File: config.mk
export PLATFORM = sky130hd
export DESIGN_NAME = fsqrt_op_sequencer
export DESIGN_NICKNAME = d
export VERILOG_FILES = /design/src/rtl/fsqrt_op_sequencer.sv
export SDC_FILE = /design/constraint.sdc
export NUM_CORES = 1
export LEC_CHECK = 0
export ABC_AREA = 1
export BUFFER_PORTS_ARGS = -buffer_cell sky130_fd_sc_hd__buf_2
export CAP_MARGIN = 20
export CORE_MARGIN = 8
export CORE_UTILIZATION = 40
export DETAILED_ROUTE_END_ITERATION = 8
export GPL_ROUTABILITY_DRIVEN = 0
export PLACE_DENSITY = 0.68
export SYNTH_ARGS = -nofsm -noshare
export SYNTH_HDL_FRONTEND = slang
export SYNTH_SLANG_ARGS = --single-unit
File: constraint.sdc
create_clock -name CLK -period 2 [get_ports CLK]
set_input_delay 0.2 -clock CLK [delete_from_list [all_inputs] [get_ports CLK]]
set_output_delay 0.2 -clock CLK [all_outputs]
set_load 0.005 [all_outputs]
File: src/rtl/fsqrt_op_sequencer.sv
// Control stage around the fsqrt core: classifies operands, bypasses specials, sequences the core.
// Optional stat counters are enabled by defining FSQRT_SEQ_STATS_EN.
module fsqrt_op_sequencer #(
  parameter int CORE_LATENCY = 2,
  parameter int CNT_W        = 4
) (
  input  logic        CLK,
  input  logic        RST,
  input  logic        in_valid,
  output logic        in_ready,
  input  logic [31:0] in_a,
  output logic        core_en,
  output logic [31:0] core_a,
  input  logic [31:0] core_result,
  output logic        out_valid,
  input  logic        out_ready,
  output logic [31:0] out_result,
  output logic        out_invalid,
  output logic        out_denorm,
  output logic        out_special
`ifdef FSQRT_SEQ_STATS_EN
  ,
  output logic [15:0] stat_ops,
  output logic [15:0] stat_special
`endif
);

  typedef enum logic [1:0] {IDLE, BUSY, DONE} state_t;

  state_t           state_q, state_d;
  logic [CNT_W-1:0] cnt_q, cnt_d;
  logic [31:0]      opnd_q, opnd_d;
  logic [31:0]      res_q, res_d;
  logic             inv_q, inv_d, den_q, den_d, spc_q, spc_d;

  logic [7:0]  a_exp;
  logic [22:0] a_man;
  logic        a_zero, a_den, a_nan, a_pinf, a_special;
  logic [31:0] a_res;
  logic        a_inv;

  assign a_exp     = in_a[30:23];
  assign a_man     = in_a[22:0];
  assign a_zero    = (a_exp == 8'h00) && (a_man == 23'd0);
  assign a_den     = (a_exp == 8'h00) && (a_man != 23'd0);
  assign a_nan     = (a_exp == 8'hFF) && (a_man != 23'd0);
  assign a_pinf    = (a_exp == 8'hFF) && (a_man == 23'd0) && !in_a[31];
  assign a_special = a_zero || a_den || a_nan || a_pinf || in_a[31];

  // Priority: zero, denormal, NaN, +inf, then any remaining negative.
  always_comb begin
    a_res = 32'h7FC0_0000;
    a_inv = 1'b1;
    if (a_zero) begin
      a_res = in_a;
      a_inv = 1'b0;
    end else if (a_den) begin
      a_res = 32'h0000_0000;
      a_inv = 1'b0;
    end else if (a_nan) begin
      a_res = {in_a[31], 8'hFF, 1'b1, in_a[21:0]};
      a_inv = !in_a[22];
    end else if (a_pinf) begin
      a_res = 32'h7F80_0000;
      a_inv = 1'b0;
    end
  end

  always_comb begin
    state_d = state_q;
    cnt_d   = cnt_q;
    opnd_d  = opnd_q;
    res_d   = res_q;
    inv_d   = inv_q;
    den_d   = den_q;
    spc_d   = spc_q;
    case (state_q)
      IDLE: begin
        if (in_valid) begin
          opnd_d = in_a;
          cnt_d  = '0;
          if (a_special) begin
            state_d = DONE;
            res_d   = a_res;
            inv_d   = a_inv;
            den_d   = a_den;
            spc_d   = 1'b1;
          end else begin
            state_d = BUSY;
          end
        end
      end
      BUSY: begin
        cnt_d = cnt_q + 1'b1;
        if (cnt_q == CNT_W'(CORE_LATENCY)) begin
          state_d = DONE;
          res_d   = core_result;
          inv_d   = 1'b0;
          den_d   = 1'b0;
          spc_d   = 1'b0;
        end
      end
      DONE: begin
        if (out_ready) state_d = IDLE;
      end
      default: state_d = IDLE;
    endcase
  end

  always_ff @(posedge CLK or negedge RST) begin
    if (!RST) begin
      state_q <= IDLE;
      cnt_q   <= '0;
      opnd_q  <= '0;
      res_q   <= '0;
      inv_q   <= 1'b0;
      den_q   <= 1'b0;
      spc_q   <= 1'b0;
    end else begin
      state_q <= state_d;
      cnt_q   <= cnt_d;
      opnd_q  <= opnd_d;
      res_q   <= res_d;
      inv_q   <= inv_d;
      den_q   <= den_d;
      spc_q   <= spc_d;
    end
  end

  // in_ready is gated by RST so every output reads 0 while reset is held.
  assign in_ready    = RST && (state_q == IDLE);
  assign core_en     = (state_q == BUSY);
  assign core_a      = core_en ? opnd_q : 32'h0;
  assign out_valid   = (state_q == DONE);
  assign out_result  = res_q;
  assign out_invalid = inv_q;
  assign out_denorm  = den_q;
  assign out_special = spc_q;

`ifdef FSQRT_SEQ_STATS_EN
  logic [15:0] ops_q, spc_cnt_q;

  always_ff @(posedge CLK or negedge RST) begin
    if (!RST) begin
      ops_q     <= '0;
      spc_cnt_q <= '0;
    end else if (out_valid && out_ready) begin
      if (ops_q != 16'hFFFF) ops_q <= ops_q + 16'd1;
      if (spc_q && (spc_cnt_q != 16'hFFFF)) spc_cnt_q <= spc_cnt_q + 16'd1;
    end
  end

  assign stat_ops     = ops_q;
  assign stat_special = spc_cnt_q;
`endif

endmodule

==> results of run 1 <==
-- metrics by stage --
stage / area [µm²] / hold WS, ns / power, mW / worst slack, ns
6_report: 4644 / 0.04620 / 6.268 / 0.1421
5_1_grt: 4644 / 0.03361 / 6.864 / 0.03503
4_1_cts: 4637 / 0.03358 / 6.327 / 0.006073
3_5_place_dp: 4432 / 0.09171 / 5.143 / 0.2355
3_3_place_gp: 4432 / 0.08797 / 5.034 / 0.3342
2_1_floorplan: 3643 / -0.09559 / 4.132 / 0.5634
-- repair_timing --
item / in CTS / in global routing
hold buffers: 1 / 0
setup buffers: 0 / 0
hold endpoints to repair: 18 / 0
endpoints found under the setup margin: 0 / 1
resized for setup: 0 / 2
-- worst max path at each step --
stage                     cells past startpoint  startpoint             end  slack (ns)
final                                         5  state_q[0]         core_en        0.14
after global routing                          5  state_q[0]         core_en        0.04
after CTS                                     5  state_q[0]         core_en       0.006
after detailed placement                      9  state_q[0]  out_result[27]        0.24
after global placement                        9  state_q[0]   out_result[7]        0.33
after floorplan                               8  state_q[0]  out_result[29]        0.56
-- power groups by stage --
stage / clock [mW] / sequential, mW / combinational [mW]
after detailed placement: 0 / 2.45 / 2.70
after CTS: 1.19 / 2.42 / 2.71
after global routing: 1.28 / 2.50 / 3.09
final: 1.16 / 2.42 / 2.68
after global placement: 0 / 2.41 / 2.62
after floorplan: 0 / 2.42 / 1.71
-- kinds of logic (layout without fill, tap and decap cells) --
family	Yosys count	in the layout	share of synthesized area, %
buffers and inverters	79	219	8.963
flip-flops	73	73	50.14
XOR/XNOR	1	1	0.2404
AO/OA/AOI/OAI	61	61	9.993
AND/OR/NAND/NOR	268	268	29.98
adder cells (fa/ha/maj)	2	2	0.6867
-- state kept, by name (all words and copies together) (netlist names) --
signal / count
out_result: 32
opnd_q: 32
state_q: 2
out_special: 1
cnt_q: 4
out_invalid: 1
out_denorm: 1
-- layer usage --
| layer | vias to the layer above | share of wire [%] |
|---|---|---|
| met5 | - | 0 |
| met4 | 0 | 2.6 |
| met3 | 21 | 5.7 |
| met2 | 112 | 48 |
| met1 | 1604 | 44 |
| li1 | 1766 | - |
-- synthesized netlist by cell type (all sizes together) --
library cell,instances,area (µm²)
a21oi,19,140.1
a31oi,1,12.51
buf,13,76.32
clkbuf,10,37.54
clkinv,2,7.510
dfrtp,73,1827
ha,2,25.02
inv,54,205.2
nand2,144,558.0
nand3,13,70.07
nand4,16,100.1
nor2,95,364.1
o21ai,38,190.2
o21bai,1,7.510
o22ai,1,6.260
o31ai,1,7.510
xnor2,1,8.760
-- cell type report --
class | count | area share (%)
Tap cell | 111 | 2.990
Inverter | 56 | 4.580
Sequential cell | 73 | 39.33
Timing Repair Buffer | 148 | 16.81
Clock inverter | 3 | 0.8621
Multi-Input combinational cell | 332 | 32.09
Clock buffer | 12 | 3.341
-- worst register-to-register path, cell delays in order (launching register included) --
cell and delay [ns]:
dfrtp_1 0.47, inv_2 0.10, nand3_2 0.14, nand2_2 0.14
inv_2 0.07, nor2_4 0.12, nand2_4 0.14, inv_4 0.30
nor2_1 0.09, a21oi_1 0.13
==> results.toml, run 1 <==
[run_status]
status = "finished, final reports clean"

[grt]
track_usage_pct = 18.14
grt_pass1_vias = 3641
grt.busiest_layer = "met2"
grt_use_met3_pct = 4.086
grt_pass1_wl_um = 18400
overflow = 0
grt_antenna_before_repair = 0
use_met2_pct = 29.00
grt_max_degree = 39
grtUsageMet1_pct = 22.87

[detailed_routing]
drt-initial-drc-count = 206
wirelength_um = 11030
drc_errors = 0
ant_nets = 0
post_drt_via_cell_ratio = 4.766
num_vias = 3503
wl_per_cell_um = 15.01
first_pass_iters = 4

[sta]
finalCritPeriodShare_pct = 92.90
final.setup.tns_ns = 0
setup_violations = 0
finClkSkew_ns = 0.01201
report.final.hold_viol_count = 0
max_freq_mhz = 538.2
rsz0062_at_grt = "no"
maxSlewViolCount = 0
fin_crit_ns = 1.858
slew_headroom_pct = 73.03
worst_pin_slew_ns = 0.4045

[clock_tree]
clkTransAtPathRegs_ns = 0.07
cts.path.max_buffers = 2
htreeDepth = 3
numCtsBuffers = 9
root_buffer = "clkbuf_8"
clock-sinks = 73
cts_tree = "yes"
clock_latency_ns = 0.34

[layout]
most-common-layout-cells = "nand2_1, buf_2, nor2_1"
utilization_pct = 51.48
drive_above_1_share_pct = 29.01
nets = 690
multi_input_area_um2 = 1490
area_growth_pct = 27.47
antenna_cells = 0
layout_commonest_cell = "nand2_1"
regArea_um2 = 1827
fill_cells = 900
final_cell_count_no_fill = 735

[synth]
synth.distinct_cells = 29
netlist_area_um2 = 3643
avgSynthCellArea_um2 = 7.528
syn_inst = 484
ys_seq_area_share_pct = 50.14
ys_ff_latch = 73
ys_warn_count = 0
postSynthNetCount = 554

[min_path]
holdPathStages = 2
min_from = "out_ready"
hold_class = "in2reg"
min_to = "state_q[1]"

[floorplanning]
die_w_um = 111.4
core_area_um2 = 9021
start_util_pct = 40.39
dieArea_um2 = 12420
top_level_ports = 138
rows = 35
die_h_um = 111.4

[power]
p_sw_share_pct = 39.97
cellPowerDensity_nw_per_um2 = 1349
p_sw_mw = 2.505
pwr-share-comb_pct = 42.8
intPower_mw = 3.763
clkPwrFrac_pct = 18.6
p_leak_nw = 2.581
peakVddDrop_mv = 0.6310
p_seq_share_pct = 38.6

[place]
dpl.hpwl_um = 8558
portBuffers = 137
dp.cells = 719

[critical_path]
timing.rr.start = "state_q[0]"
cp_cell_sequence = "nand2_4 > buf_8 > clkinv_1 > buf_4 > buf_2"
critical_path.startpoint_type = "flip-flop"
cp_max_fo = 32
worstSetupPathType = "reg2out"
cp-end-kind = "primary output"
worst-path-buf-inv = 4
slowest_delay_ns = 0.47
crit_family = "buffers and inverters"
worstPathRequired_ns = 1.80
ff2ff_path_depth = 9
rrSetupSlack_ns = 0.24
crit_path_top_delay_cell = "dfrtp_1"
r2r-end = "out_result[7]"
cp.arrival_ns = 1.66

[flow_run]
maxCapViolCount = 0
Power figures use the tool's default switching activity.
==> inputs of run 2 (changes only) <==
- GPL_ROUTABILITY_DRIVEN: 0 -> not set
- REMOVE_ABC_BUFFERS: not set -> 1
- SLEW_MARGIN: not set -> 40
==> results.toml, run 2 (synthesis gave the netlist of run 1 again) <==
[layout]
layout_commonest_cell = "nand2_1"
antenna_cells = 0
nets = 690
final_cell_count_no_fill = 733
area_growth_pct = 27.44
most-common-layout-cells = "nand2_1, buf_2, nor2_1"
drive_above_1_share_pct = 28.78

[critical_path]
cp_max_fo = 18
critical_path.startpoint_type = "flip-flop"
cp.arrival_ns = 1.65
cp_cell_sequence = "nand2_4 > buf_6 > clkinv_1 > buf_4 > buf_2"
slowest_delay_ns = 0.47
crit_path_top_delay_cell = "dfrtp_1"
worstSetupPathType = "reg2out"
worstPathRequired_ns = 1.80
cp-end-kind = "primary output"

[sta]
worst_pin_slew_ns = 0.3956
max_freq_mhz = 540.3
maxSlewViolCount = 0
rsz0062_at_grt = "no"
slew_headroom_pct = 73.63
final.setup.tns_ns = 0
setup_violations = 0
report.final.hold_viol_count = 0
fin_crit_ns = 1.851
finalCritPeriodShare_pct = 92.55
fin_ws_ns = 0.1491
finClkSkew_ns = 0.007276

[grt]
overflow = 0
grt_antenna_before_repair = 0
grt_pass1_wl_um = 17970
grt_max_degree = 74
track_usage_pct = 17.60
grt_pass1_vias = 3581

[floorplanning]
top_level_ports = 138
die_h_um = 111.4
core_area_um2 = 9021
die_w_um = 111.4
rows = 35
start_util_pct = 40.39
dieArea_um2 = 12420

[power]
cellPowerDensity_nw_per_um2 = 1334
clkPwrFrac_pct = 17.0
p_leak_nw = 2.574
p_sw_share_pct = 40.34
intPower_mw = 3.695
pwr-share-comb_pct = 44.0
p_seq_share_pct = 39.0
peakVddDrop_mv = 0.7139
p_sw_mw = 2.498

[clock_tree]
clock-sinks = 73
clkTransAtPathRegs_ns = 0.07
numCtsBuffers = 9
htreeDepth = 3
clock_latency_ns = 0.35
cts.path.max_buffers = 2
root_buffer = "clkbuf_8"
cts_setup_buffers = 0
cts_tree = "yes"

[detailed_routing]
ant_nets = 0
wirelength_um = 10680
drt-initial-drc-count = 240
num_vias = 3512
wl_per_cell_um = 14.57
first_pass_iters = 5
drc_errors = 0
post_drt_via_cell_ratio = 4.791

[place]
dpl.hpwl_um = 7800
dp.cells = 719
dp_slack_ns = 0.2889
gp_congestion = 0.8159
portBuffers = 137

[min_path]
hold_class = "in2reg"

[flow_run]
maxCapViolCount = 0

[run_status]
status = "finished, final reports clean"
run 2: per-layer routing:
| metal | global-route usage (%) | wire length (µm) |
|---|---|---|
| met1 | 23.05 | 4930 |
| met2 | 26.99 | 4832 |
| met3 | 5.753 | 755 |
| met4 | 5.244 | 163 |
| met5 | 0 | 0 |
run 2: path summary, 6_finish.rpt:
path | start | to | cells past startpoint | slack, ns
setup / recovery | state_q[0] | core_en | 5 | 0.15
hold reg to reg | out_result[2] | out_result[2] | 2 | 0.48
setup reg to reg | state_q[0] | out_result[26] | 9 | 0.28
max in group asynchronous | RST | out_result[0] | 3 | 1.23
min in group asynchronous | RST | out_result[18] | 3 | 0.46
hold / removal | out_ready | state_q[1] | 2 | 0.02
run 2: per-stage QoR:
step	area [µm²]	power (mW)	util, %	hold WS [ns]
after floorplan	3530	3.977	-	-0.09559
after CTS	4636	6.252	51.39	0.01011
final	4643	6.194	51.47	0.01874
after global placement	4457	5.093	49.40	0.2939
after detailed placement	4457	5.175	49.40	0.3033
after global routing	4643	6.782	51.47	0.009656
run 2: critical path, delay by kind of cell, from the launching register on:
family / cells / cell delay [ns]
and+or+nand+nor: 1 / 0.17
DFF: 1 / 0.47
buffers and inverters: 4 / 0.64
run 2: area by class of cell:
cell class                 instances  area (µm²)
fill                             920        4378
sequential                        73        1827
multi-input combinational        332        1490
timing repair buffer             148       805.8
inverter                          56       212.7
clock buffer                      13       168.9
tap                              111       138.9
run 2: what timing repair did:
item,4_1_cts,5_1_grt
resized for setup,0,2
hold endpoints to repair,73,0
hold buffers,1,0
setup endpoints to repair,0,8
run 2: power by group through the flow:
stage          sequential (mW)  combinational (mW)  clock, mW
6_report                  2.42                2.72       1.05
5_1_grt                   2.49                3.14       1.15
4_1_cts                   2.42                2.75       1.08
3_5_place_dp              2.44                2.73          0
3_3_place_gp              2.43                2.67          0
2_1_floorplan             2.42                1.56          0
